$ cat src/rtl/fifo_pkg.sv
// Shared async-FIFO definitions: default address width and Gray/binary pointer conversions,
// used by both the read-side empty block and the write-side full block.
package fifo_pkg;

  localparam int ADDRSIZE = 8;
  localparam int PTR_W    = ADDRSIZE + 1;

  typedef logic [PTR_W-1:0] ptr_t;

  function automatic ptr_t bin2gray(input ptr_t bin);
    return bin ^ (bin >> 1);
  endfunction

  // Each binary bit is the XOR of all Gray bits at or above it.
  function automatic ptr_t gray2bin(input ptr_t gray);
    ptr_t bin;
    bin[PTR_W-1] = gray[PTR_W-1];
    for (int i = PTR_W - 2; i >= 0; i--) begin
      bin[i] = bin[i+1] ^ gray[i];
    end
    return bin;
  endfunction

endpackage

$ cat src/rtl/fifo_rptr_empty.sv
// Read-domain pointer and status stage of the async FIFO: binary/Gray read pointer,
// registered empty, almost-empty, occupancy level and sticky underflow.
module fifo_rptr_empty
  import fifo_pkg::*;
#(
  parameter int ADDRSIZE  = fifo_pkg::ADDRSIZE,
  parameter int AE_THRESH = 4
) (
  input  logic                rclk,
  input  logic                rrst,
  input  logic                rinc,
  input  logic                rclr_err,
  input  logic [ADDRSIZE:0]   rq2_wptr,
  output logic [ADDRSIZE-1:0] raddr,
  output logic [ADDRSIZE:0]   rptr,
  output logic                rempty,
  output logic                ralmost_empty,
  output logic [ADDRSIZE:0]   rlevel,
  output logic                runderflow
);

  localparam int PW = ADDRSIZE + 1;
  localparam logic [ADDRSIZE:0] AE_LIMIT = PW'(AE_THRESH);

  logic [ADDRSIZE:0] rbin;
  logic [ADDRSIZE:0] rbinnext;
  logic [ADDRSIZE:0] rgraynext;
  logic [ADDRSIZE:0] wbin;
  logic [ADDRSIZE:0] level_next;
  logic              rd_ok;
  logic              rd_bad;

  always_comb begin
    rd_ok      = rinc & ~rempty;
    rd_bad     = rinc & rempty;
    rbinnext   = rbin + PW'(rd_ok);
    rgraynext  = bin2gray(rbinnext);
    wbin       = gray2bin(rq2_wptr);
    // Stale write pointer makes this an underestimate, never an overestimate.
    level_next = wbin - rbinnext;
  end

  // NOTE: state registers use non-blocking assignments so every flop samples pre-edge values.
  always_ff @(posedge rclk) begin
    if (rrst) begin
      rbin          <= '0;
      rptr          <= '0;
      rempty        <= 1'b1;
      ralmost_empty <= 1'b1;
      rlevel        <= '0;
      runderflow    <= 1'b0;
    end else begin
      rbin          <= rbinnext;
      rptr          <= rgraynext;
      // Full-width Gray compare, MSB included, so a full FIFO is not mistaken for empty.
      rempty        <= (rgraynext == rq2_wptr);
      ralmost_empty <= (level_next <= AE_LIMIT);
      rlevel        <= level_next;
      if (rd_bad)
        runderflow <= 1'b1;
      else if (rclr_err)
        runderflow <= 1'b0;
    end
  end

  assign raddr = rbin[ADDRSIZE-1:0];

endmodule

$ cat config.mk
export PLATFORM = sky130hd
export DESIGN_NAME = fifo_rptr_empty
export DESIGN_NICKNAME = d
export VERILOG_FILES = /design/src/rtl/fifo_pkg.sv /design/src/rtl/fifo_rptr_empty.sv
export SDC_FILE = /design/constraint.sdc
export NUM_CORES = 1
export LEC_CHECK = 0
export CORE_MARGIN = 1.5
export CORE_UTILIZATION = 48
export CTS_CLUSTER_DIAMETER = 50
export DETAILED_ROUTE_END_ITERATION = 8
export PLACE_DENSITY = 0.79
export SLEW_MARGIN = 5
export SYNTH_ARGS = -nofsm -noshare
export SYNTH_HDL_FRONTEND = slang
export SYNTH_SLANG_ARGS = --single-unit
export TNS_END_PERCENT = 5
$ cat constraint.sdc
create_clock -name rclk -period 4.37 [get_ports rclk]
set_input_delay 0.874 -clock rclk [delete_from_list [all_inputs] [get_ports rclk]]
set_output_delay 0.874 -clock rclk [all_outputs]
set_load 0.05 [all_outputs]
==> summary.txt, run 1 <==
Drt
  – Drt first pass iters: 4
  – Via/cell ratio: between 5 and 6
  – Drc violations: 0
  – DR WL met3: around 160 um
  – Post-Route WL: around 3500 um
  – Vias: around 1400
  – Met2 wire length: around 1800 um
  – Detail Route Antenna Nets: 0
  – Met1 WL: 1470 um
  – Top Metal Used: met4
  – Routed WL per cell: 12.6 um
  – DRT iter0 DRCs: just under 60

Logic synthesis
  – Synthesized area: roughly 0.0016 mm^2
  – FF+latch count, synth: 29
  – Average cell area after synthesis: about 9.5 um^2
  – Number of synthesized flops with an enable pin: 0
  – Synth Area in Simple Gates: between 10% and 20%
  – Largest family of logic cells by synthesized area: XOR/XNOR gates
  – Post-Synthesis Cells: 172
  – Yosys warnings: 0
  – Ys flop type: dfxtp_1
  – Post-Syn Nets: just under 200
  – Top cells by area, synth: dfxtp_1, xnor2_1, ha_1
  – Xor and xnor fraction of the mapped netlist area: between 20% and 30%
  – Async S/R FF share, synth: 0%
  – Synth Area in Compound Gates: ~8.3%
  – Post-synth cell types: 38
  – Sequential fraction of the synthesis area: 35.4%
  – Adder-Cell Fraction of Synth Area: approximately 9%
  – Mux cell area share after synthesis: ~1.9%
  – Top-area cell type share of the netlist area: about 35%
  – Cell taking the most area after synthesis: dfxtp_1

Die
  – Die extent in x: 61.4 um
  – DIE AREA: around 0.0038 mm^2
  – I/O pin count: 42
  – Core area: around 0.0033 mm^2
  – Die Ht: between 60 and 70 um
  – Initial Utilization: about half
  – Core Rows: 21

Clock network
  – # clock sinks: 29
  – Root buf cell: clkbuf_4
  – # hold bufs at CTS: 0
  – Worst-path clk slew: around 0.08 ns
  – TritonCTS Buffers: 5
  – H-tree depth: 2
  – Clk_lat worst skew: around 0.34 ns
  – Clock tree from TritonCTS: yes
  – Clock buffer depth: 2

Power and ir drop
  – Leakage power: about 0.9 nW
  – Maximum VDD drop: ~270 uV
  – P per Cell Area: roughly 420 mW/mm^2

Timing
  – Unrepaired setup endpoints after global routing: false
  – Max frequency: around 240 MHz
  – Fin. max-slew vios: 0
  – # setup viols final: 0
  – Slew HR: between 60% and 70%
  – Min cycle time layout: 4.21 ns
  – Final hold vios: 0
  – Worst-margin pin slew: between 0.5 and 0.6 ns
  – Worst hold slack: between 0.4 and 0.5 ns
  – Clock skew: around 0.018 ns
  – Period utilization: a little over nine tenths

Global routing
  – Largest net degree at the start of global routing: 31
  – Initial antenna violation count: 0
  – Grt total ovfl: 0
  – First-pass GRT wire length: between 5000 and 6000 um
  – GRT Resource Usage Total: 20.8%
  – Number of global-route vias before repair: about 1300

Critical path
  – End of the worst register-to-register path: ralmost_empty
  – WP data arrival: 4.46 ns
  – WS Path Type: in -> reg
  – Crit-path max FO: 2
  – R2r startpoint: rempty
  – CP Capture Type: flop
  – R2R depth: 11
  – Worst path slowest cell: xor3_2
  – Setup crit end: ralmost_empty
  – CP startpoint kind: input pin
  – Worst EP required: 4.61 ns
  – Critical path origin: rq2_wptr[8]
  – R2R Setup Slk: between 1 and 1.5 ns
  – CP Cell Sequence: dlygate4sd2_1 > xor3_2 > xor2_2 > xnor2_2 > xor2_2 > xnor3_2 > xnor2_2 > ha_2 > inv_1 > fa_2 > a211oi_4 > o21ai_1 > a21oi_1 > xor2_1 > a41oi_1 > nor4_1
  – Crit-path max cell delay: 0.48 ns

Layout
  – Util after Layout: slightly below 70%
  – Nets: 252
  – Layout cell share with drive strength beyond 1: between 10 and 15%
  – N_diodes: 0
  – Area delta synth->final: 38.7%

Outcome
  – Run status: completed

Job
  – Max_cap viols: 0

Place
  – Dpl hpwl: about 2600 um
  – PortBufs: 41
  – RePlAce Congestion: between 0.7 and 0.8

Worst hold path
  – Hold/Removal Path Class: reg -> reg
[cells in the mapped netlist, types with 2 or more instances]
master and n:
nor3_1 5, inv_1 8, a21oi_1 3, o21ai_0 6
and3_1 2, a21o_1 3, nor2b_1 4, buf_1 2
mux2i_1 2, nand3_1 3, nor2_1 29, xnor2_1 21
xor2_2 2, nand2b_1 4, nand2_1 4, ha_1 10
nand4_1 2, a21boi_0 2, nor3b_1 2, nor4_1 2
xnor2_2 2, xor2_1 9, clkbuf_1 2, dfxtp_1 29
[timing repair]
item                       4_1_cts  5_1_grt
resized for setup                9        0
buffers inserted                 1        0
setup endpoints to repair        3        1
pin swaps                       11        9
[cell families after synthesis]
kind of cell / after synthesis
and+or+nand+nor: 58
xor gates and xnor gates: 38
DFF: 29
AOI/OAI and AO/OA: 21
buffers and inverters: 12
muxes: 3
adders and majority gates: 11
[critical path: cells and delay by family]
family	cells	cell delay, ns
xor gates and xnor gates	7	1.76
AOI/OAI and AO/OA	4	0.75
adders and majority gates	2	0.58
buffers and inverters	2	0.28
and+or+nand+nor	1	0.21
[cell usage in the layout (no fill, tap or decap), types with 5 or more instances in the layout]
cell type,netlist,routed
nor3_1,5,5
inv_1,8,8
clkbuf_4,0,5
buf_4,0,12
ha_1,10,9
dfxtp_1,29,29
clkdlybuf4s50_1,0,38
o21ai_0,6,5
xor2_1,9,9
xnor2_1,21,20
nor2_1,29,29
[power breakdown]
part,internal [mW],switching (mW)
Clock,0.0931,0.0957
Sequential,0.296,0.00827
Combinational,0.205,0.265
Total,0.594,0.369
[per-layer routing]
metal	vias to the layer above	GRT usage [%]
met5	-	0
met4	0	9.42
met3	8	6.51
met2	40	34.5
met1	654	24.8
li1	684	-
[final cells by class]
class	instances	area, um^2
Sequential cell	29	581
Fill cell	273	1040
Clock inverter	1	5.00
Timing Repair Buffer	53	497
Inverter	8	30.0
Clock buffer	7	65.1
Tap cell	46	57.6
Multi-Input combinational cell	131	1040
[worst min path at each step]
stage,from,end,slack [ns],cells past startpoint
2_1_floorplan,rempty,runderflow,0.68,2
4_1_cts,runderflow,runderflow,0.48,2
6_report,runderflow,runderflow,0.47,2
5_1_grt,runderflow,runderflow,0.51,2
3_5_place_dp,runderflow,runderflow,0.46,2
3_3_place_gp,runderflow,runderflow,0.46,2
[sequential cells by signal, summed over array words and instances, names as in the netlist]
name	count
rptr	9
ralmost_empty	1
rbin	8
runderflow	1
rempty	1
rlevel	9
[through the flow]
step                      cells  setup TNS, ns  area, um^2  power [mW]  worst slack, ns
after floorplan             172              0        1640       0.605            0.285
after global placement      266         -0.672        2170       0.748           -0.299
after detailed placement    266          -1.67        2170       0.755           -0.618
after CTS                   275              0        2270       0.970           0.0830
after global routing        275              0        2270        1.02          0.00475
final                       275              0        2270       0.963            0.156
Power figures use the tool's default switching activity.
==> run 2: changes to the inputs <==
- CAP_MARGIN: default -> 10
==> results of run 2 <==
Same layout as run 1: the final DEF is identical, and so are final timing and power.
==> run 3: changes to the inputs <==
- CELL_PAD_IN_SITES_DETAIL_PLACEMENT: default -> 1
- CELL_PAD_IN_SITES_GLOBAL_PLACEMENT: default -> 1
- CORE_UTILIZATION: 48 -> 36
- PLACE_DENSITY: 0.79 -> default
- PLACE_DENSITY_LB_ADDON: default -> 0.1
- RECOVER_POWER: default -> 50
==> run 3 against run 2 <==
  * Design area increased by 5.0%
  * Maximum frequency shrank 0.57%
  * Non-clock buffer count increased by 9
  * Register-to-register slack got worse by 0.09 ns
  * Critical path depth grew 2
  * Combinational power up 10%
  * Worst setup slack worse by 0.024 ns
  * Global-route usage decreased by 2.3 points
  * Via count rose by 1.3%
  * Critical endpoint is now rlevel[6]
  * Highest routed layer unchanged
==> summary.txt, run 3 (synthesis gave the netlist of run 1 again) <==
Die
  – Initial Utilization: 37.6% (was 49.5%)
  – Core area: 0.00435 mm^2 (was 0.00331 mm^2)
  – Die Ht: 70.5 um (was 61.4 um)
  – Die extent in x: 70.5 um (was 61.4 um)
  – I/O pin count: 42 (unchanged)
  – Core Rows: 24 (was 21)
  – DIE AREA: 0.00496 mm^2 (was 0.00377 mm^2)

Clock network
  – Worst-path clk slew: 0.06 ns (was 0.08 ns)
  – TritonCTS Buffers: 5 (unchanged)
  – Root buf cell: clkbuf_8 (was clkbuf_4)
  – # hold bufs at CTS: 0 (unchanged)
  – H-tree depth: 2 (unchanged)
  – Clock tree from TritonCTS: yes (unchanged)
  – Clk_lat worst skew: 0.28 ns (was 0.34 ns)
  – # clock sinks: 29 (unchanged)
  – Clock buffer depth: 2 (unchanged)

Critical path
  – CP Cell Sequence: dlygate4sd2_1 > xor3_2 > xor2_2 > xnor2_2 > xor2_2 > xnor3_2 > xnor2_2 > ha_2 > inv_1 > fa_2 > a211oi_2 > o21ai_1 > a21oi_1 > xor2_1 > buf_4 > buf_4 > buf_4 > nor2_1 (was dlygate4sd2_1 > xor3_2 > xor2_2 > xnor2_2 > xor2_2 > xnor3_2 > xnor2_2 > ha_2 > inv_1 > fa_2 > a211oi_4 > o21ai_1 > a21oi_1 > xor2_1 > a41oi_1 > nor4_1)
  – WP data arrival: 4.38 ns (was 4.46 ns)
  – Worst path slowest cell: xor3_2 (unchanged)
  – Crit-path leading delay family: XOR/XNOR gates (unchanged)
  – Crit-path max FO: 2 (unchanged)
  – WS Path Type: in -> reg (unchanged)
  – Cell mode on critical path: buf_4
  – Crit-path max cell delay: 0.48 ns (about the same)
  – R2r startpoint: rempty (unchanged)
  – Buf/Inv on CP: 5 (was 2)
  – Critical path origin: rq2_wptr[7] (was rq2_wptr[8])
  – CP Capture Type: flop (unchanged)
  – CP startpoint kind: input pin (unchanged)
  – Worst EP required: 4.51 ns (was 4.61 ns)

Drt
  – Drt first pass iters: 4 (unchanged)
  – Drc violations: 0 (unchanged)
  – Vias: 1404 (was 1386)
  – Routed WL per cell: 14.6 um (was 12.6 um)
  – DRT iter0 DRCs: 47 (was 59)
  – Detail Route Antenna Nets: 0 (unchanged)
  – Post-Route WL: 4240 um (was 3470 um)
  – Via/cell ratio: 4.84 (was 5.04)

Global routing
  – Number of global-route vias before repair: 1516 (was 1265)
  – Grt total ovfl: 0 (unchanged)
  – Largest net degree at the start of global routing: 17 (was 31)
  – GRT Resource Usage Total: 18.5% (was 20.8%)
  – Initial antenna violation count: 0 (unchanged)
  – First-pass GRT wire length: 7140 um (was 5650 um)

Layout
  – N_diodes: 0 (unchanged)
  – Layout cell share with drive strength beyond 1: 18.1% (was 14.0%)
  – Area delta synth->final: 45.6% (was 38.7%)
  – Largest regs: rlevel (9), rptr (9), rbin (8) (unchanged)
  – Design area: 0.00238 mm^2 (was 0.00227 mm^2)
  – Most frequent cells in the layout: nor2_1, dfxtp_1, dlygate4sd3_1, xnor2_1, buf_4 (was clkdlybuf4s50_1, nor2_1, dfxtp_1, xnor2_1, buf_4)
  – Final cell count without fillers: 290 (was 275)
  – Fillcell total: 511 (was 273)
  – Nets: 261 (was 252)

Timing
  – Max frequency: 236 MHz (was 237 MHz)
  – Worst-margin pin slew: 0.629 ns (was 0.550 ns)
  – Slew HR: 57.9% (was 63.1%)
  – Period utilization: 97.0% (was 96.4%)
  – Post-route setup TNS: 0 ns (unchanged)
  – Final hold vios: 0 (unchanged)
  – Min cycle time layout: 4.24 ns (was 4.21 ns)
  – Fin. max-slew vios: 0 (unchanged)
  – # setup viols final: 0 (unchanged)
  – Clock skew: 0.00932 ns (was 0.0183 ns)

Outcome
  – Run status: completed (unchanged)

Power and ir drop
  – P per Cell Area: 448 mW/mm^2 (was 424 mW/mm^2)
  – Leakage power: 1.05 nW (was 0.927 nW)
  – Maximum VDD drop: 297 uV (was 267 uV)
  – Total power: 1.07 mW (was 0.963 mW)

Place
  – RePlAce Congestion: 0.851 (was 0.795)
  – Dpl hpwl: 3210 um (was 2610 um)
  – Placed cell count: 273 (was 266)
  – PortBufs: 41 (unchanged)
  – Post-DP Area: 0.00219 mm^2 (was 0.00217 mm^2)

Worst hold path
  – Hold/Removal Path Class: reg -> reg (unchanged)
  – Min-delay src: runderflow (unchanged)

Job
  – Max_cap viols: 0 (unchanged)
==> run 3: cell types whose count changed in the layout (fill, tap and decap cells not counted), sizes merged <==
| cell | change |
|---|---|
| buf | +9 |
| clkdlybuf4s50 | -25 |
| dlygate4sd2 | -1 |
| dlygate4sd3 | +25 |
| dlymetal6s2s | +1 |
==> run 3: path summary, 6_finish.rpt <==
path | endpoint | slack, ns | depth (start not counted)
hold / removal | runderflow | 0.46 | 2
setup / recovery | rlevel[6] | 0.13 | 18
hold reg to reg | runderflow | 0.46 | 2
setup reg to reg | rlevel[6] | 1.24 | 14
==> run 3: metal layers <==
layer / vias up / wire length (um) / track usage (%)
met5: - / 0 / 0
met4: 0 / 71 / 7.05
met3: 8 / 137 / 4.62
met2: 32 / 2200 / 32.0
met1: 660 / 1830 / 21.8
li1: 704 / - / -
==> run 3: power by group <==
group          switching, mW  internal [mW]
clock                  0.104          0.142
sequential           0.00738          0.296
combinational          0.286          0.233
total                  0.398          0.671
==> run 3: metrics by stage <==
step	util, %	hold slack, ns	worst slack (ns)
after floorplan	-	0.681	0.285
after global placement	50.3	0.456	-0.362
after detailed placement	50.3	0.464	-0.606
after CTS	54.5	0.473	0.0152
after global routing	54.8	0.527	-0.0294
final	54.8	0.464	0.132
==> run 3: worst min-delay path, delay by kind of cell, from the launching register on <==
kind,cells,cell delay (ns)
AOI/OAI and AO/OA,1,0.05
DFF,1,0.30
and+or+nand+nor,1,0.06
==> run 3: cell type report <==
| cell class | count | area (um^2) | share of cell area, % |
|---|---|---|---|
| sequential | 29 | 581 | 24.3 |
| multi-input combinational | 131 | 1040 | 43.6 |
| clock buffer | 7 | 96.3 | 4.04 |
| clock inverter | 1 | 5.00 | 0.210 |
| timing repair buffer | 62 | 568 | 23.8 |
| tap | 52 | 65.1 | 2.73 |
| inverter | 8 | 30.0 | 1.26 |
==> run 3: what timing repair did <==
item                                    in CTS  in global routing
endpoints found under the setup margin       3                  3
pin swaps                                    9                  7
resized for setup                           10                  1
buffers inserted                             7                  2
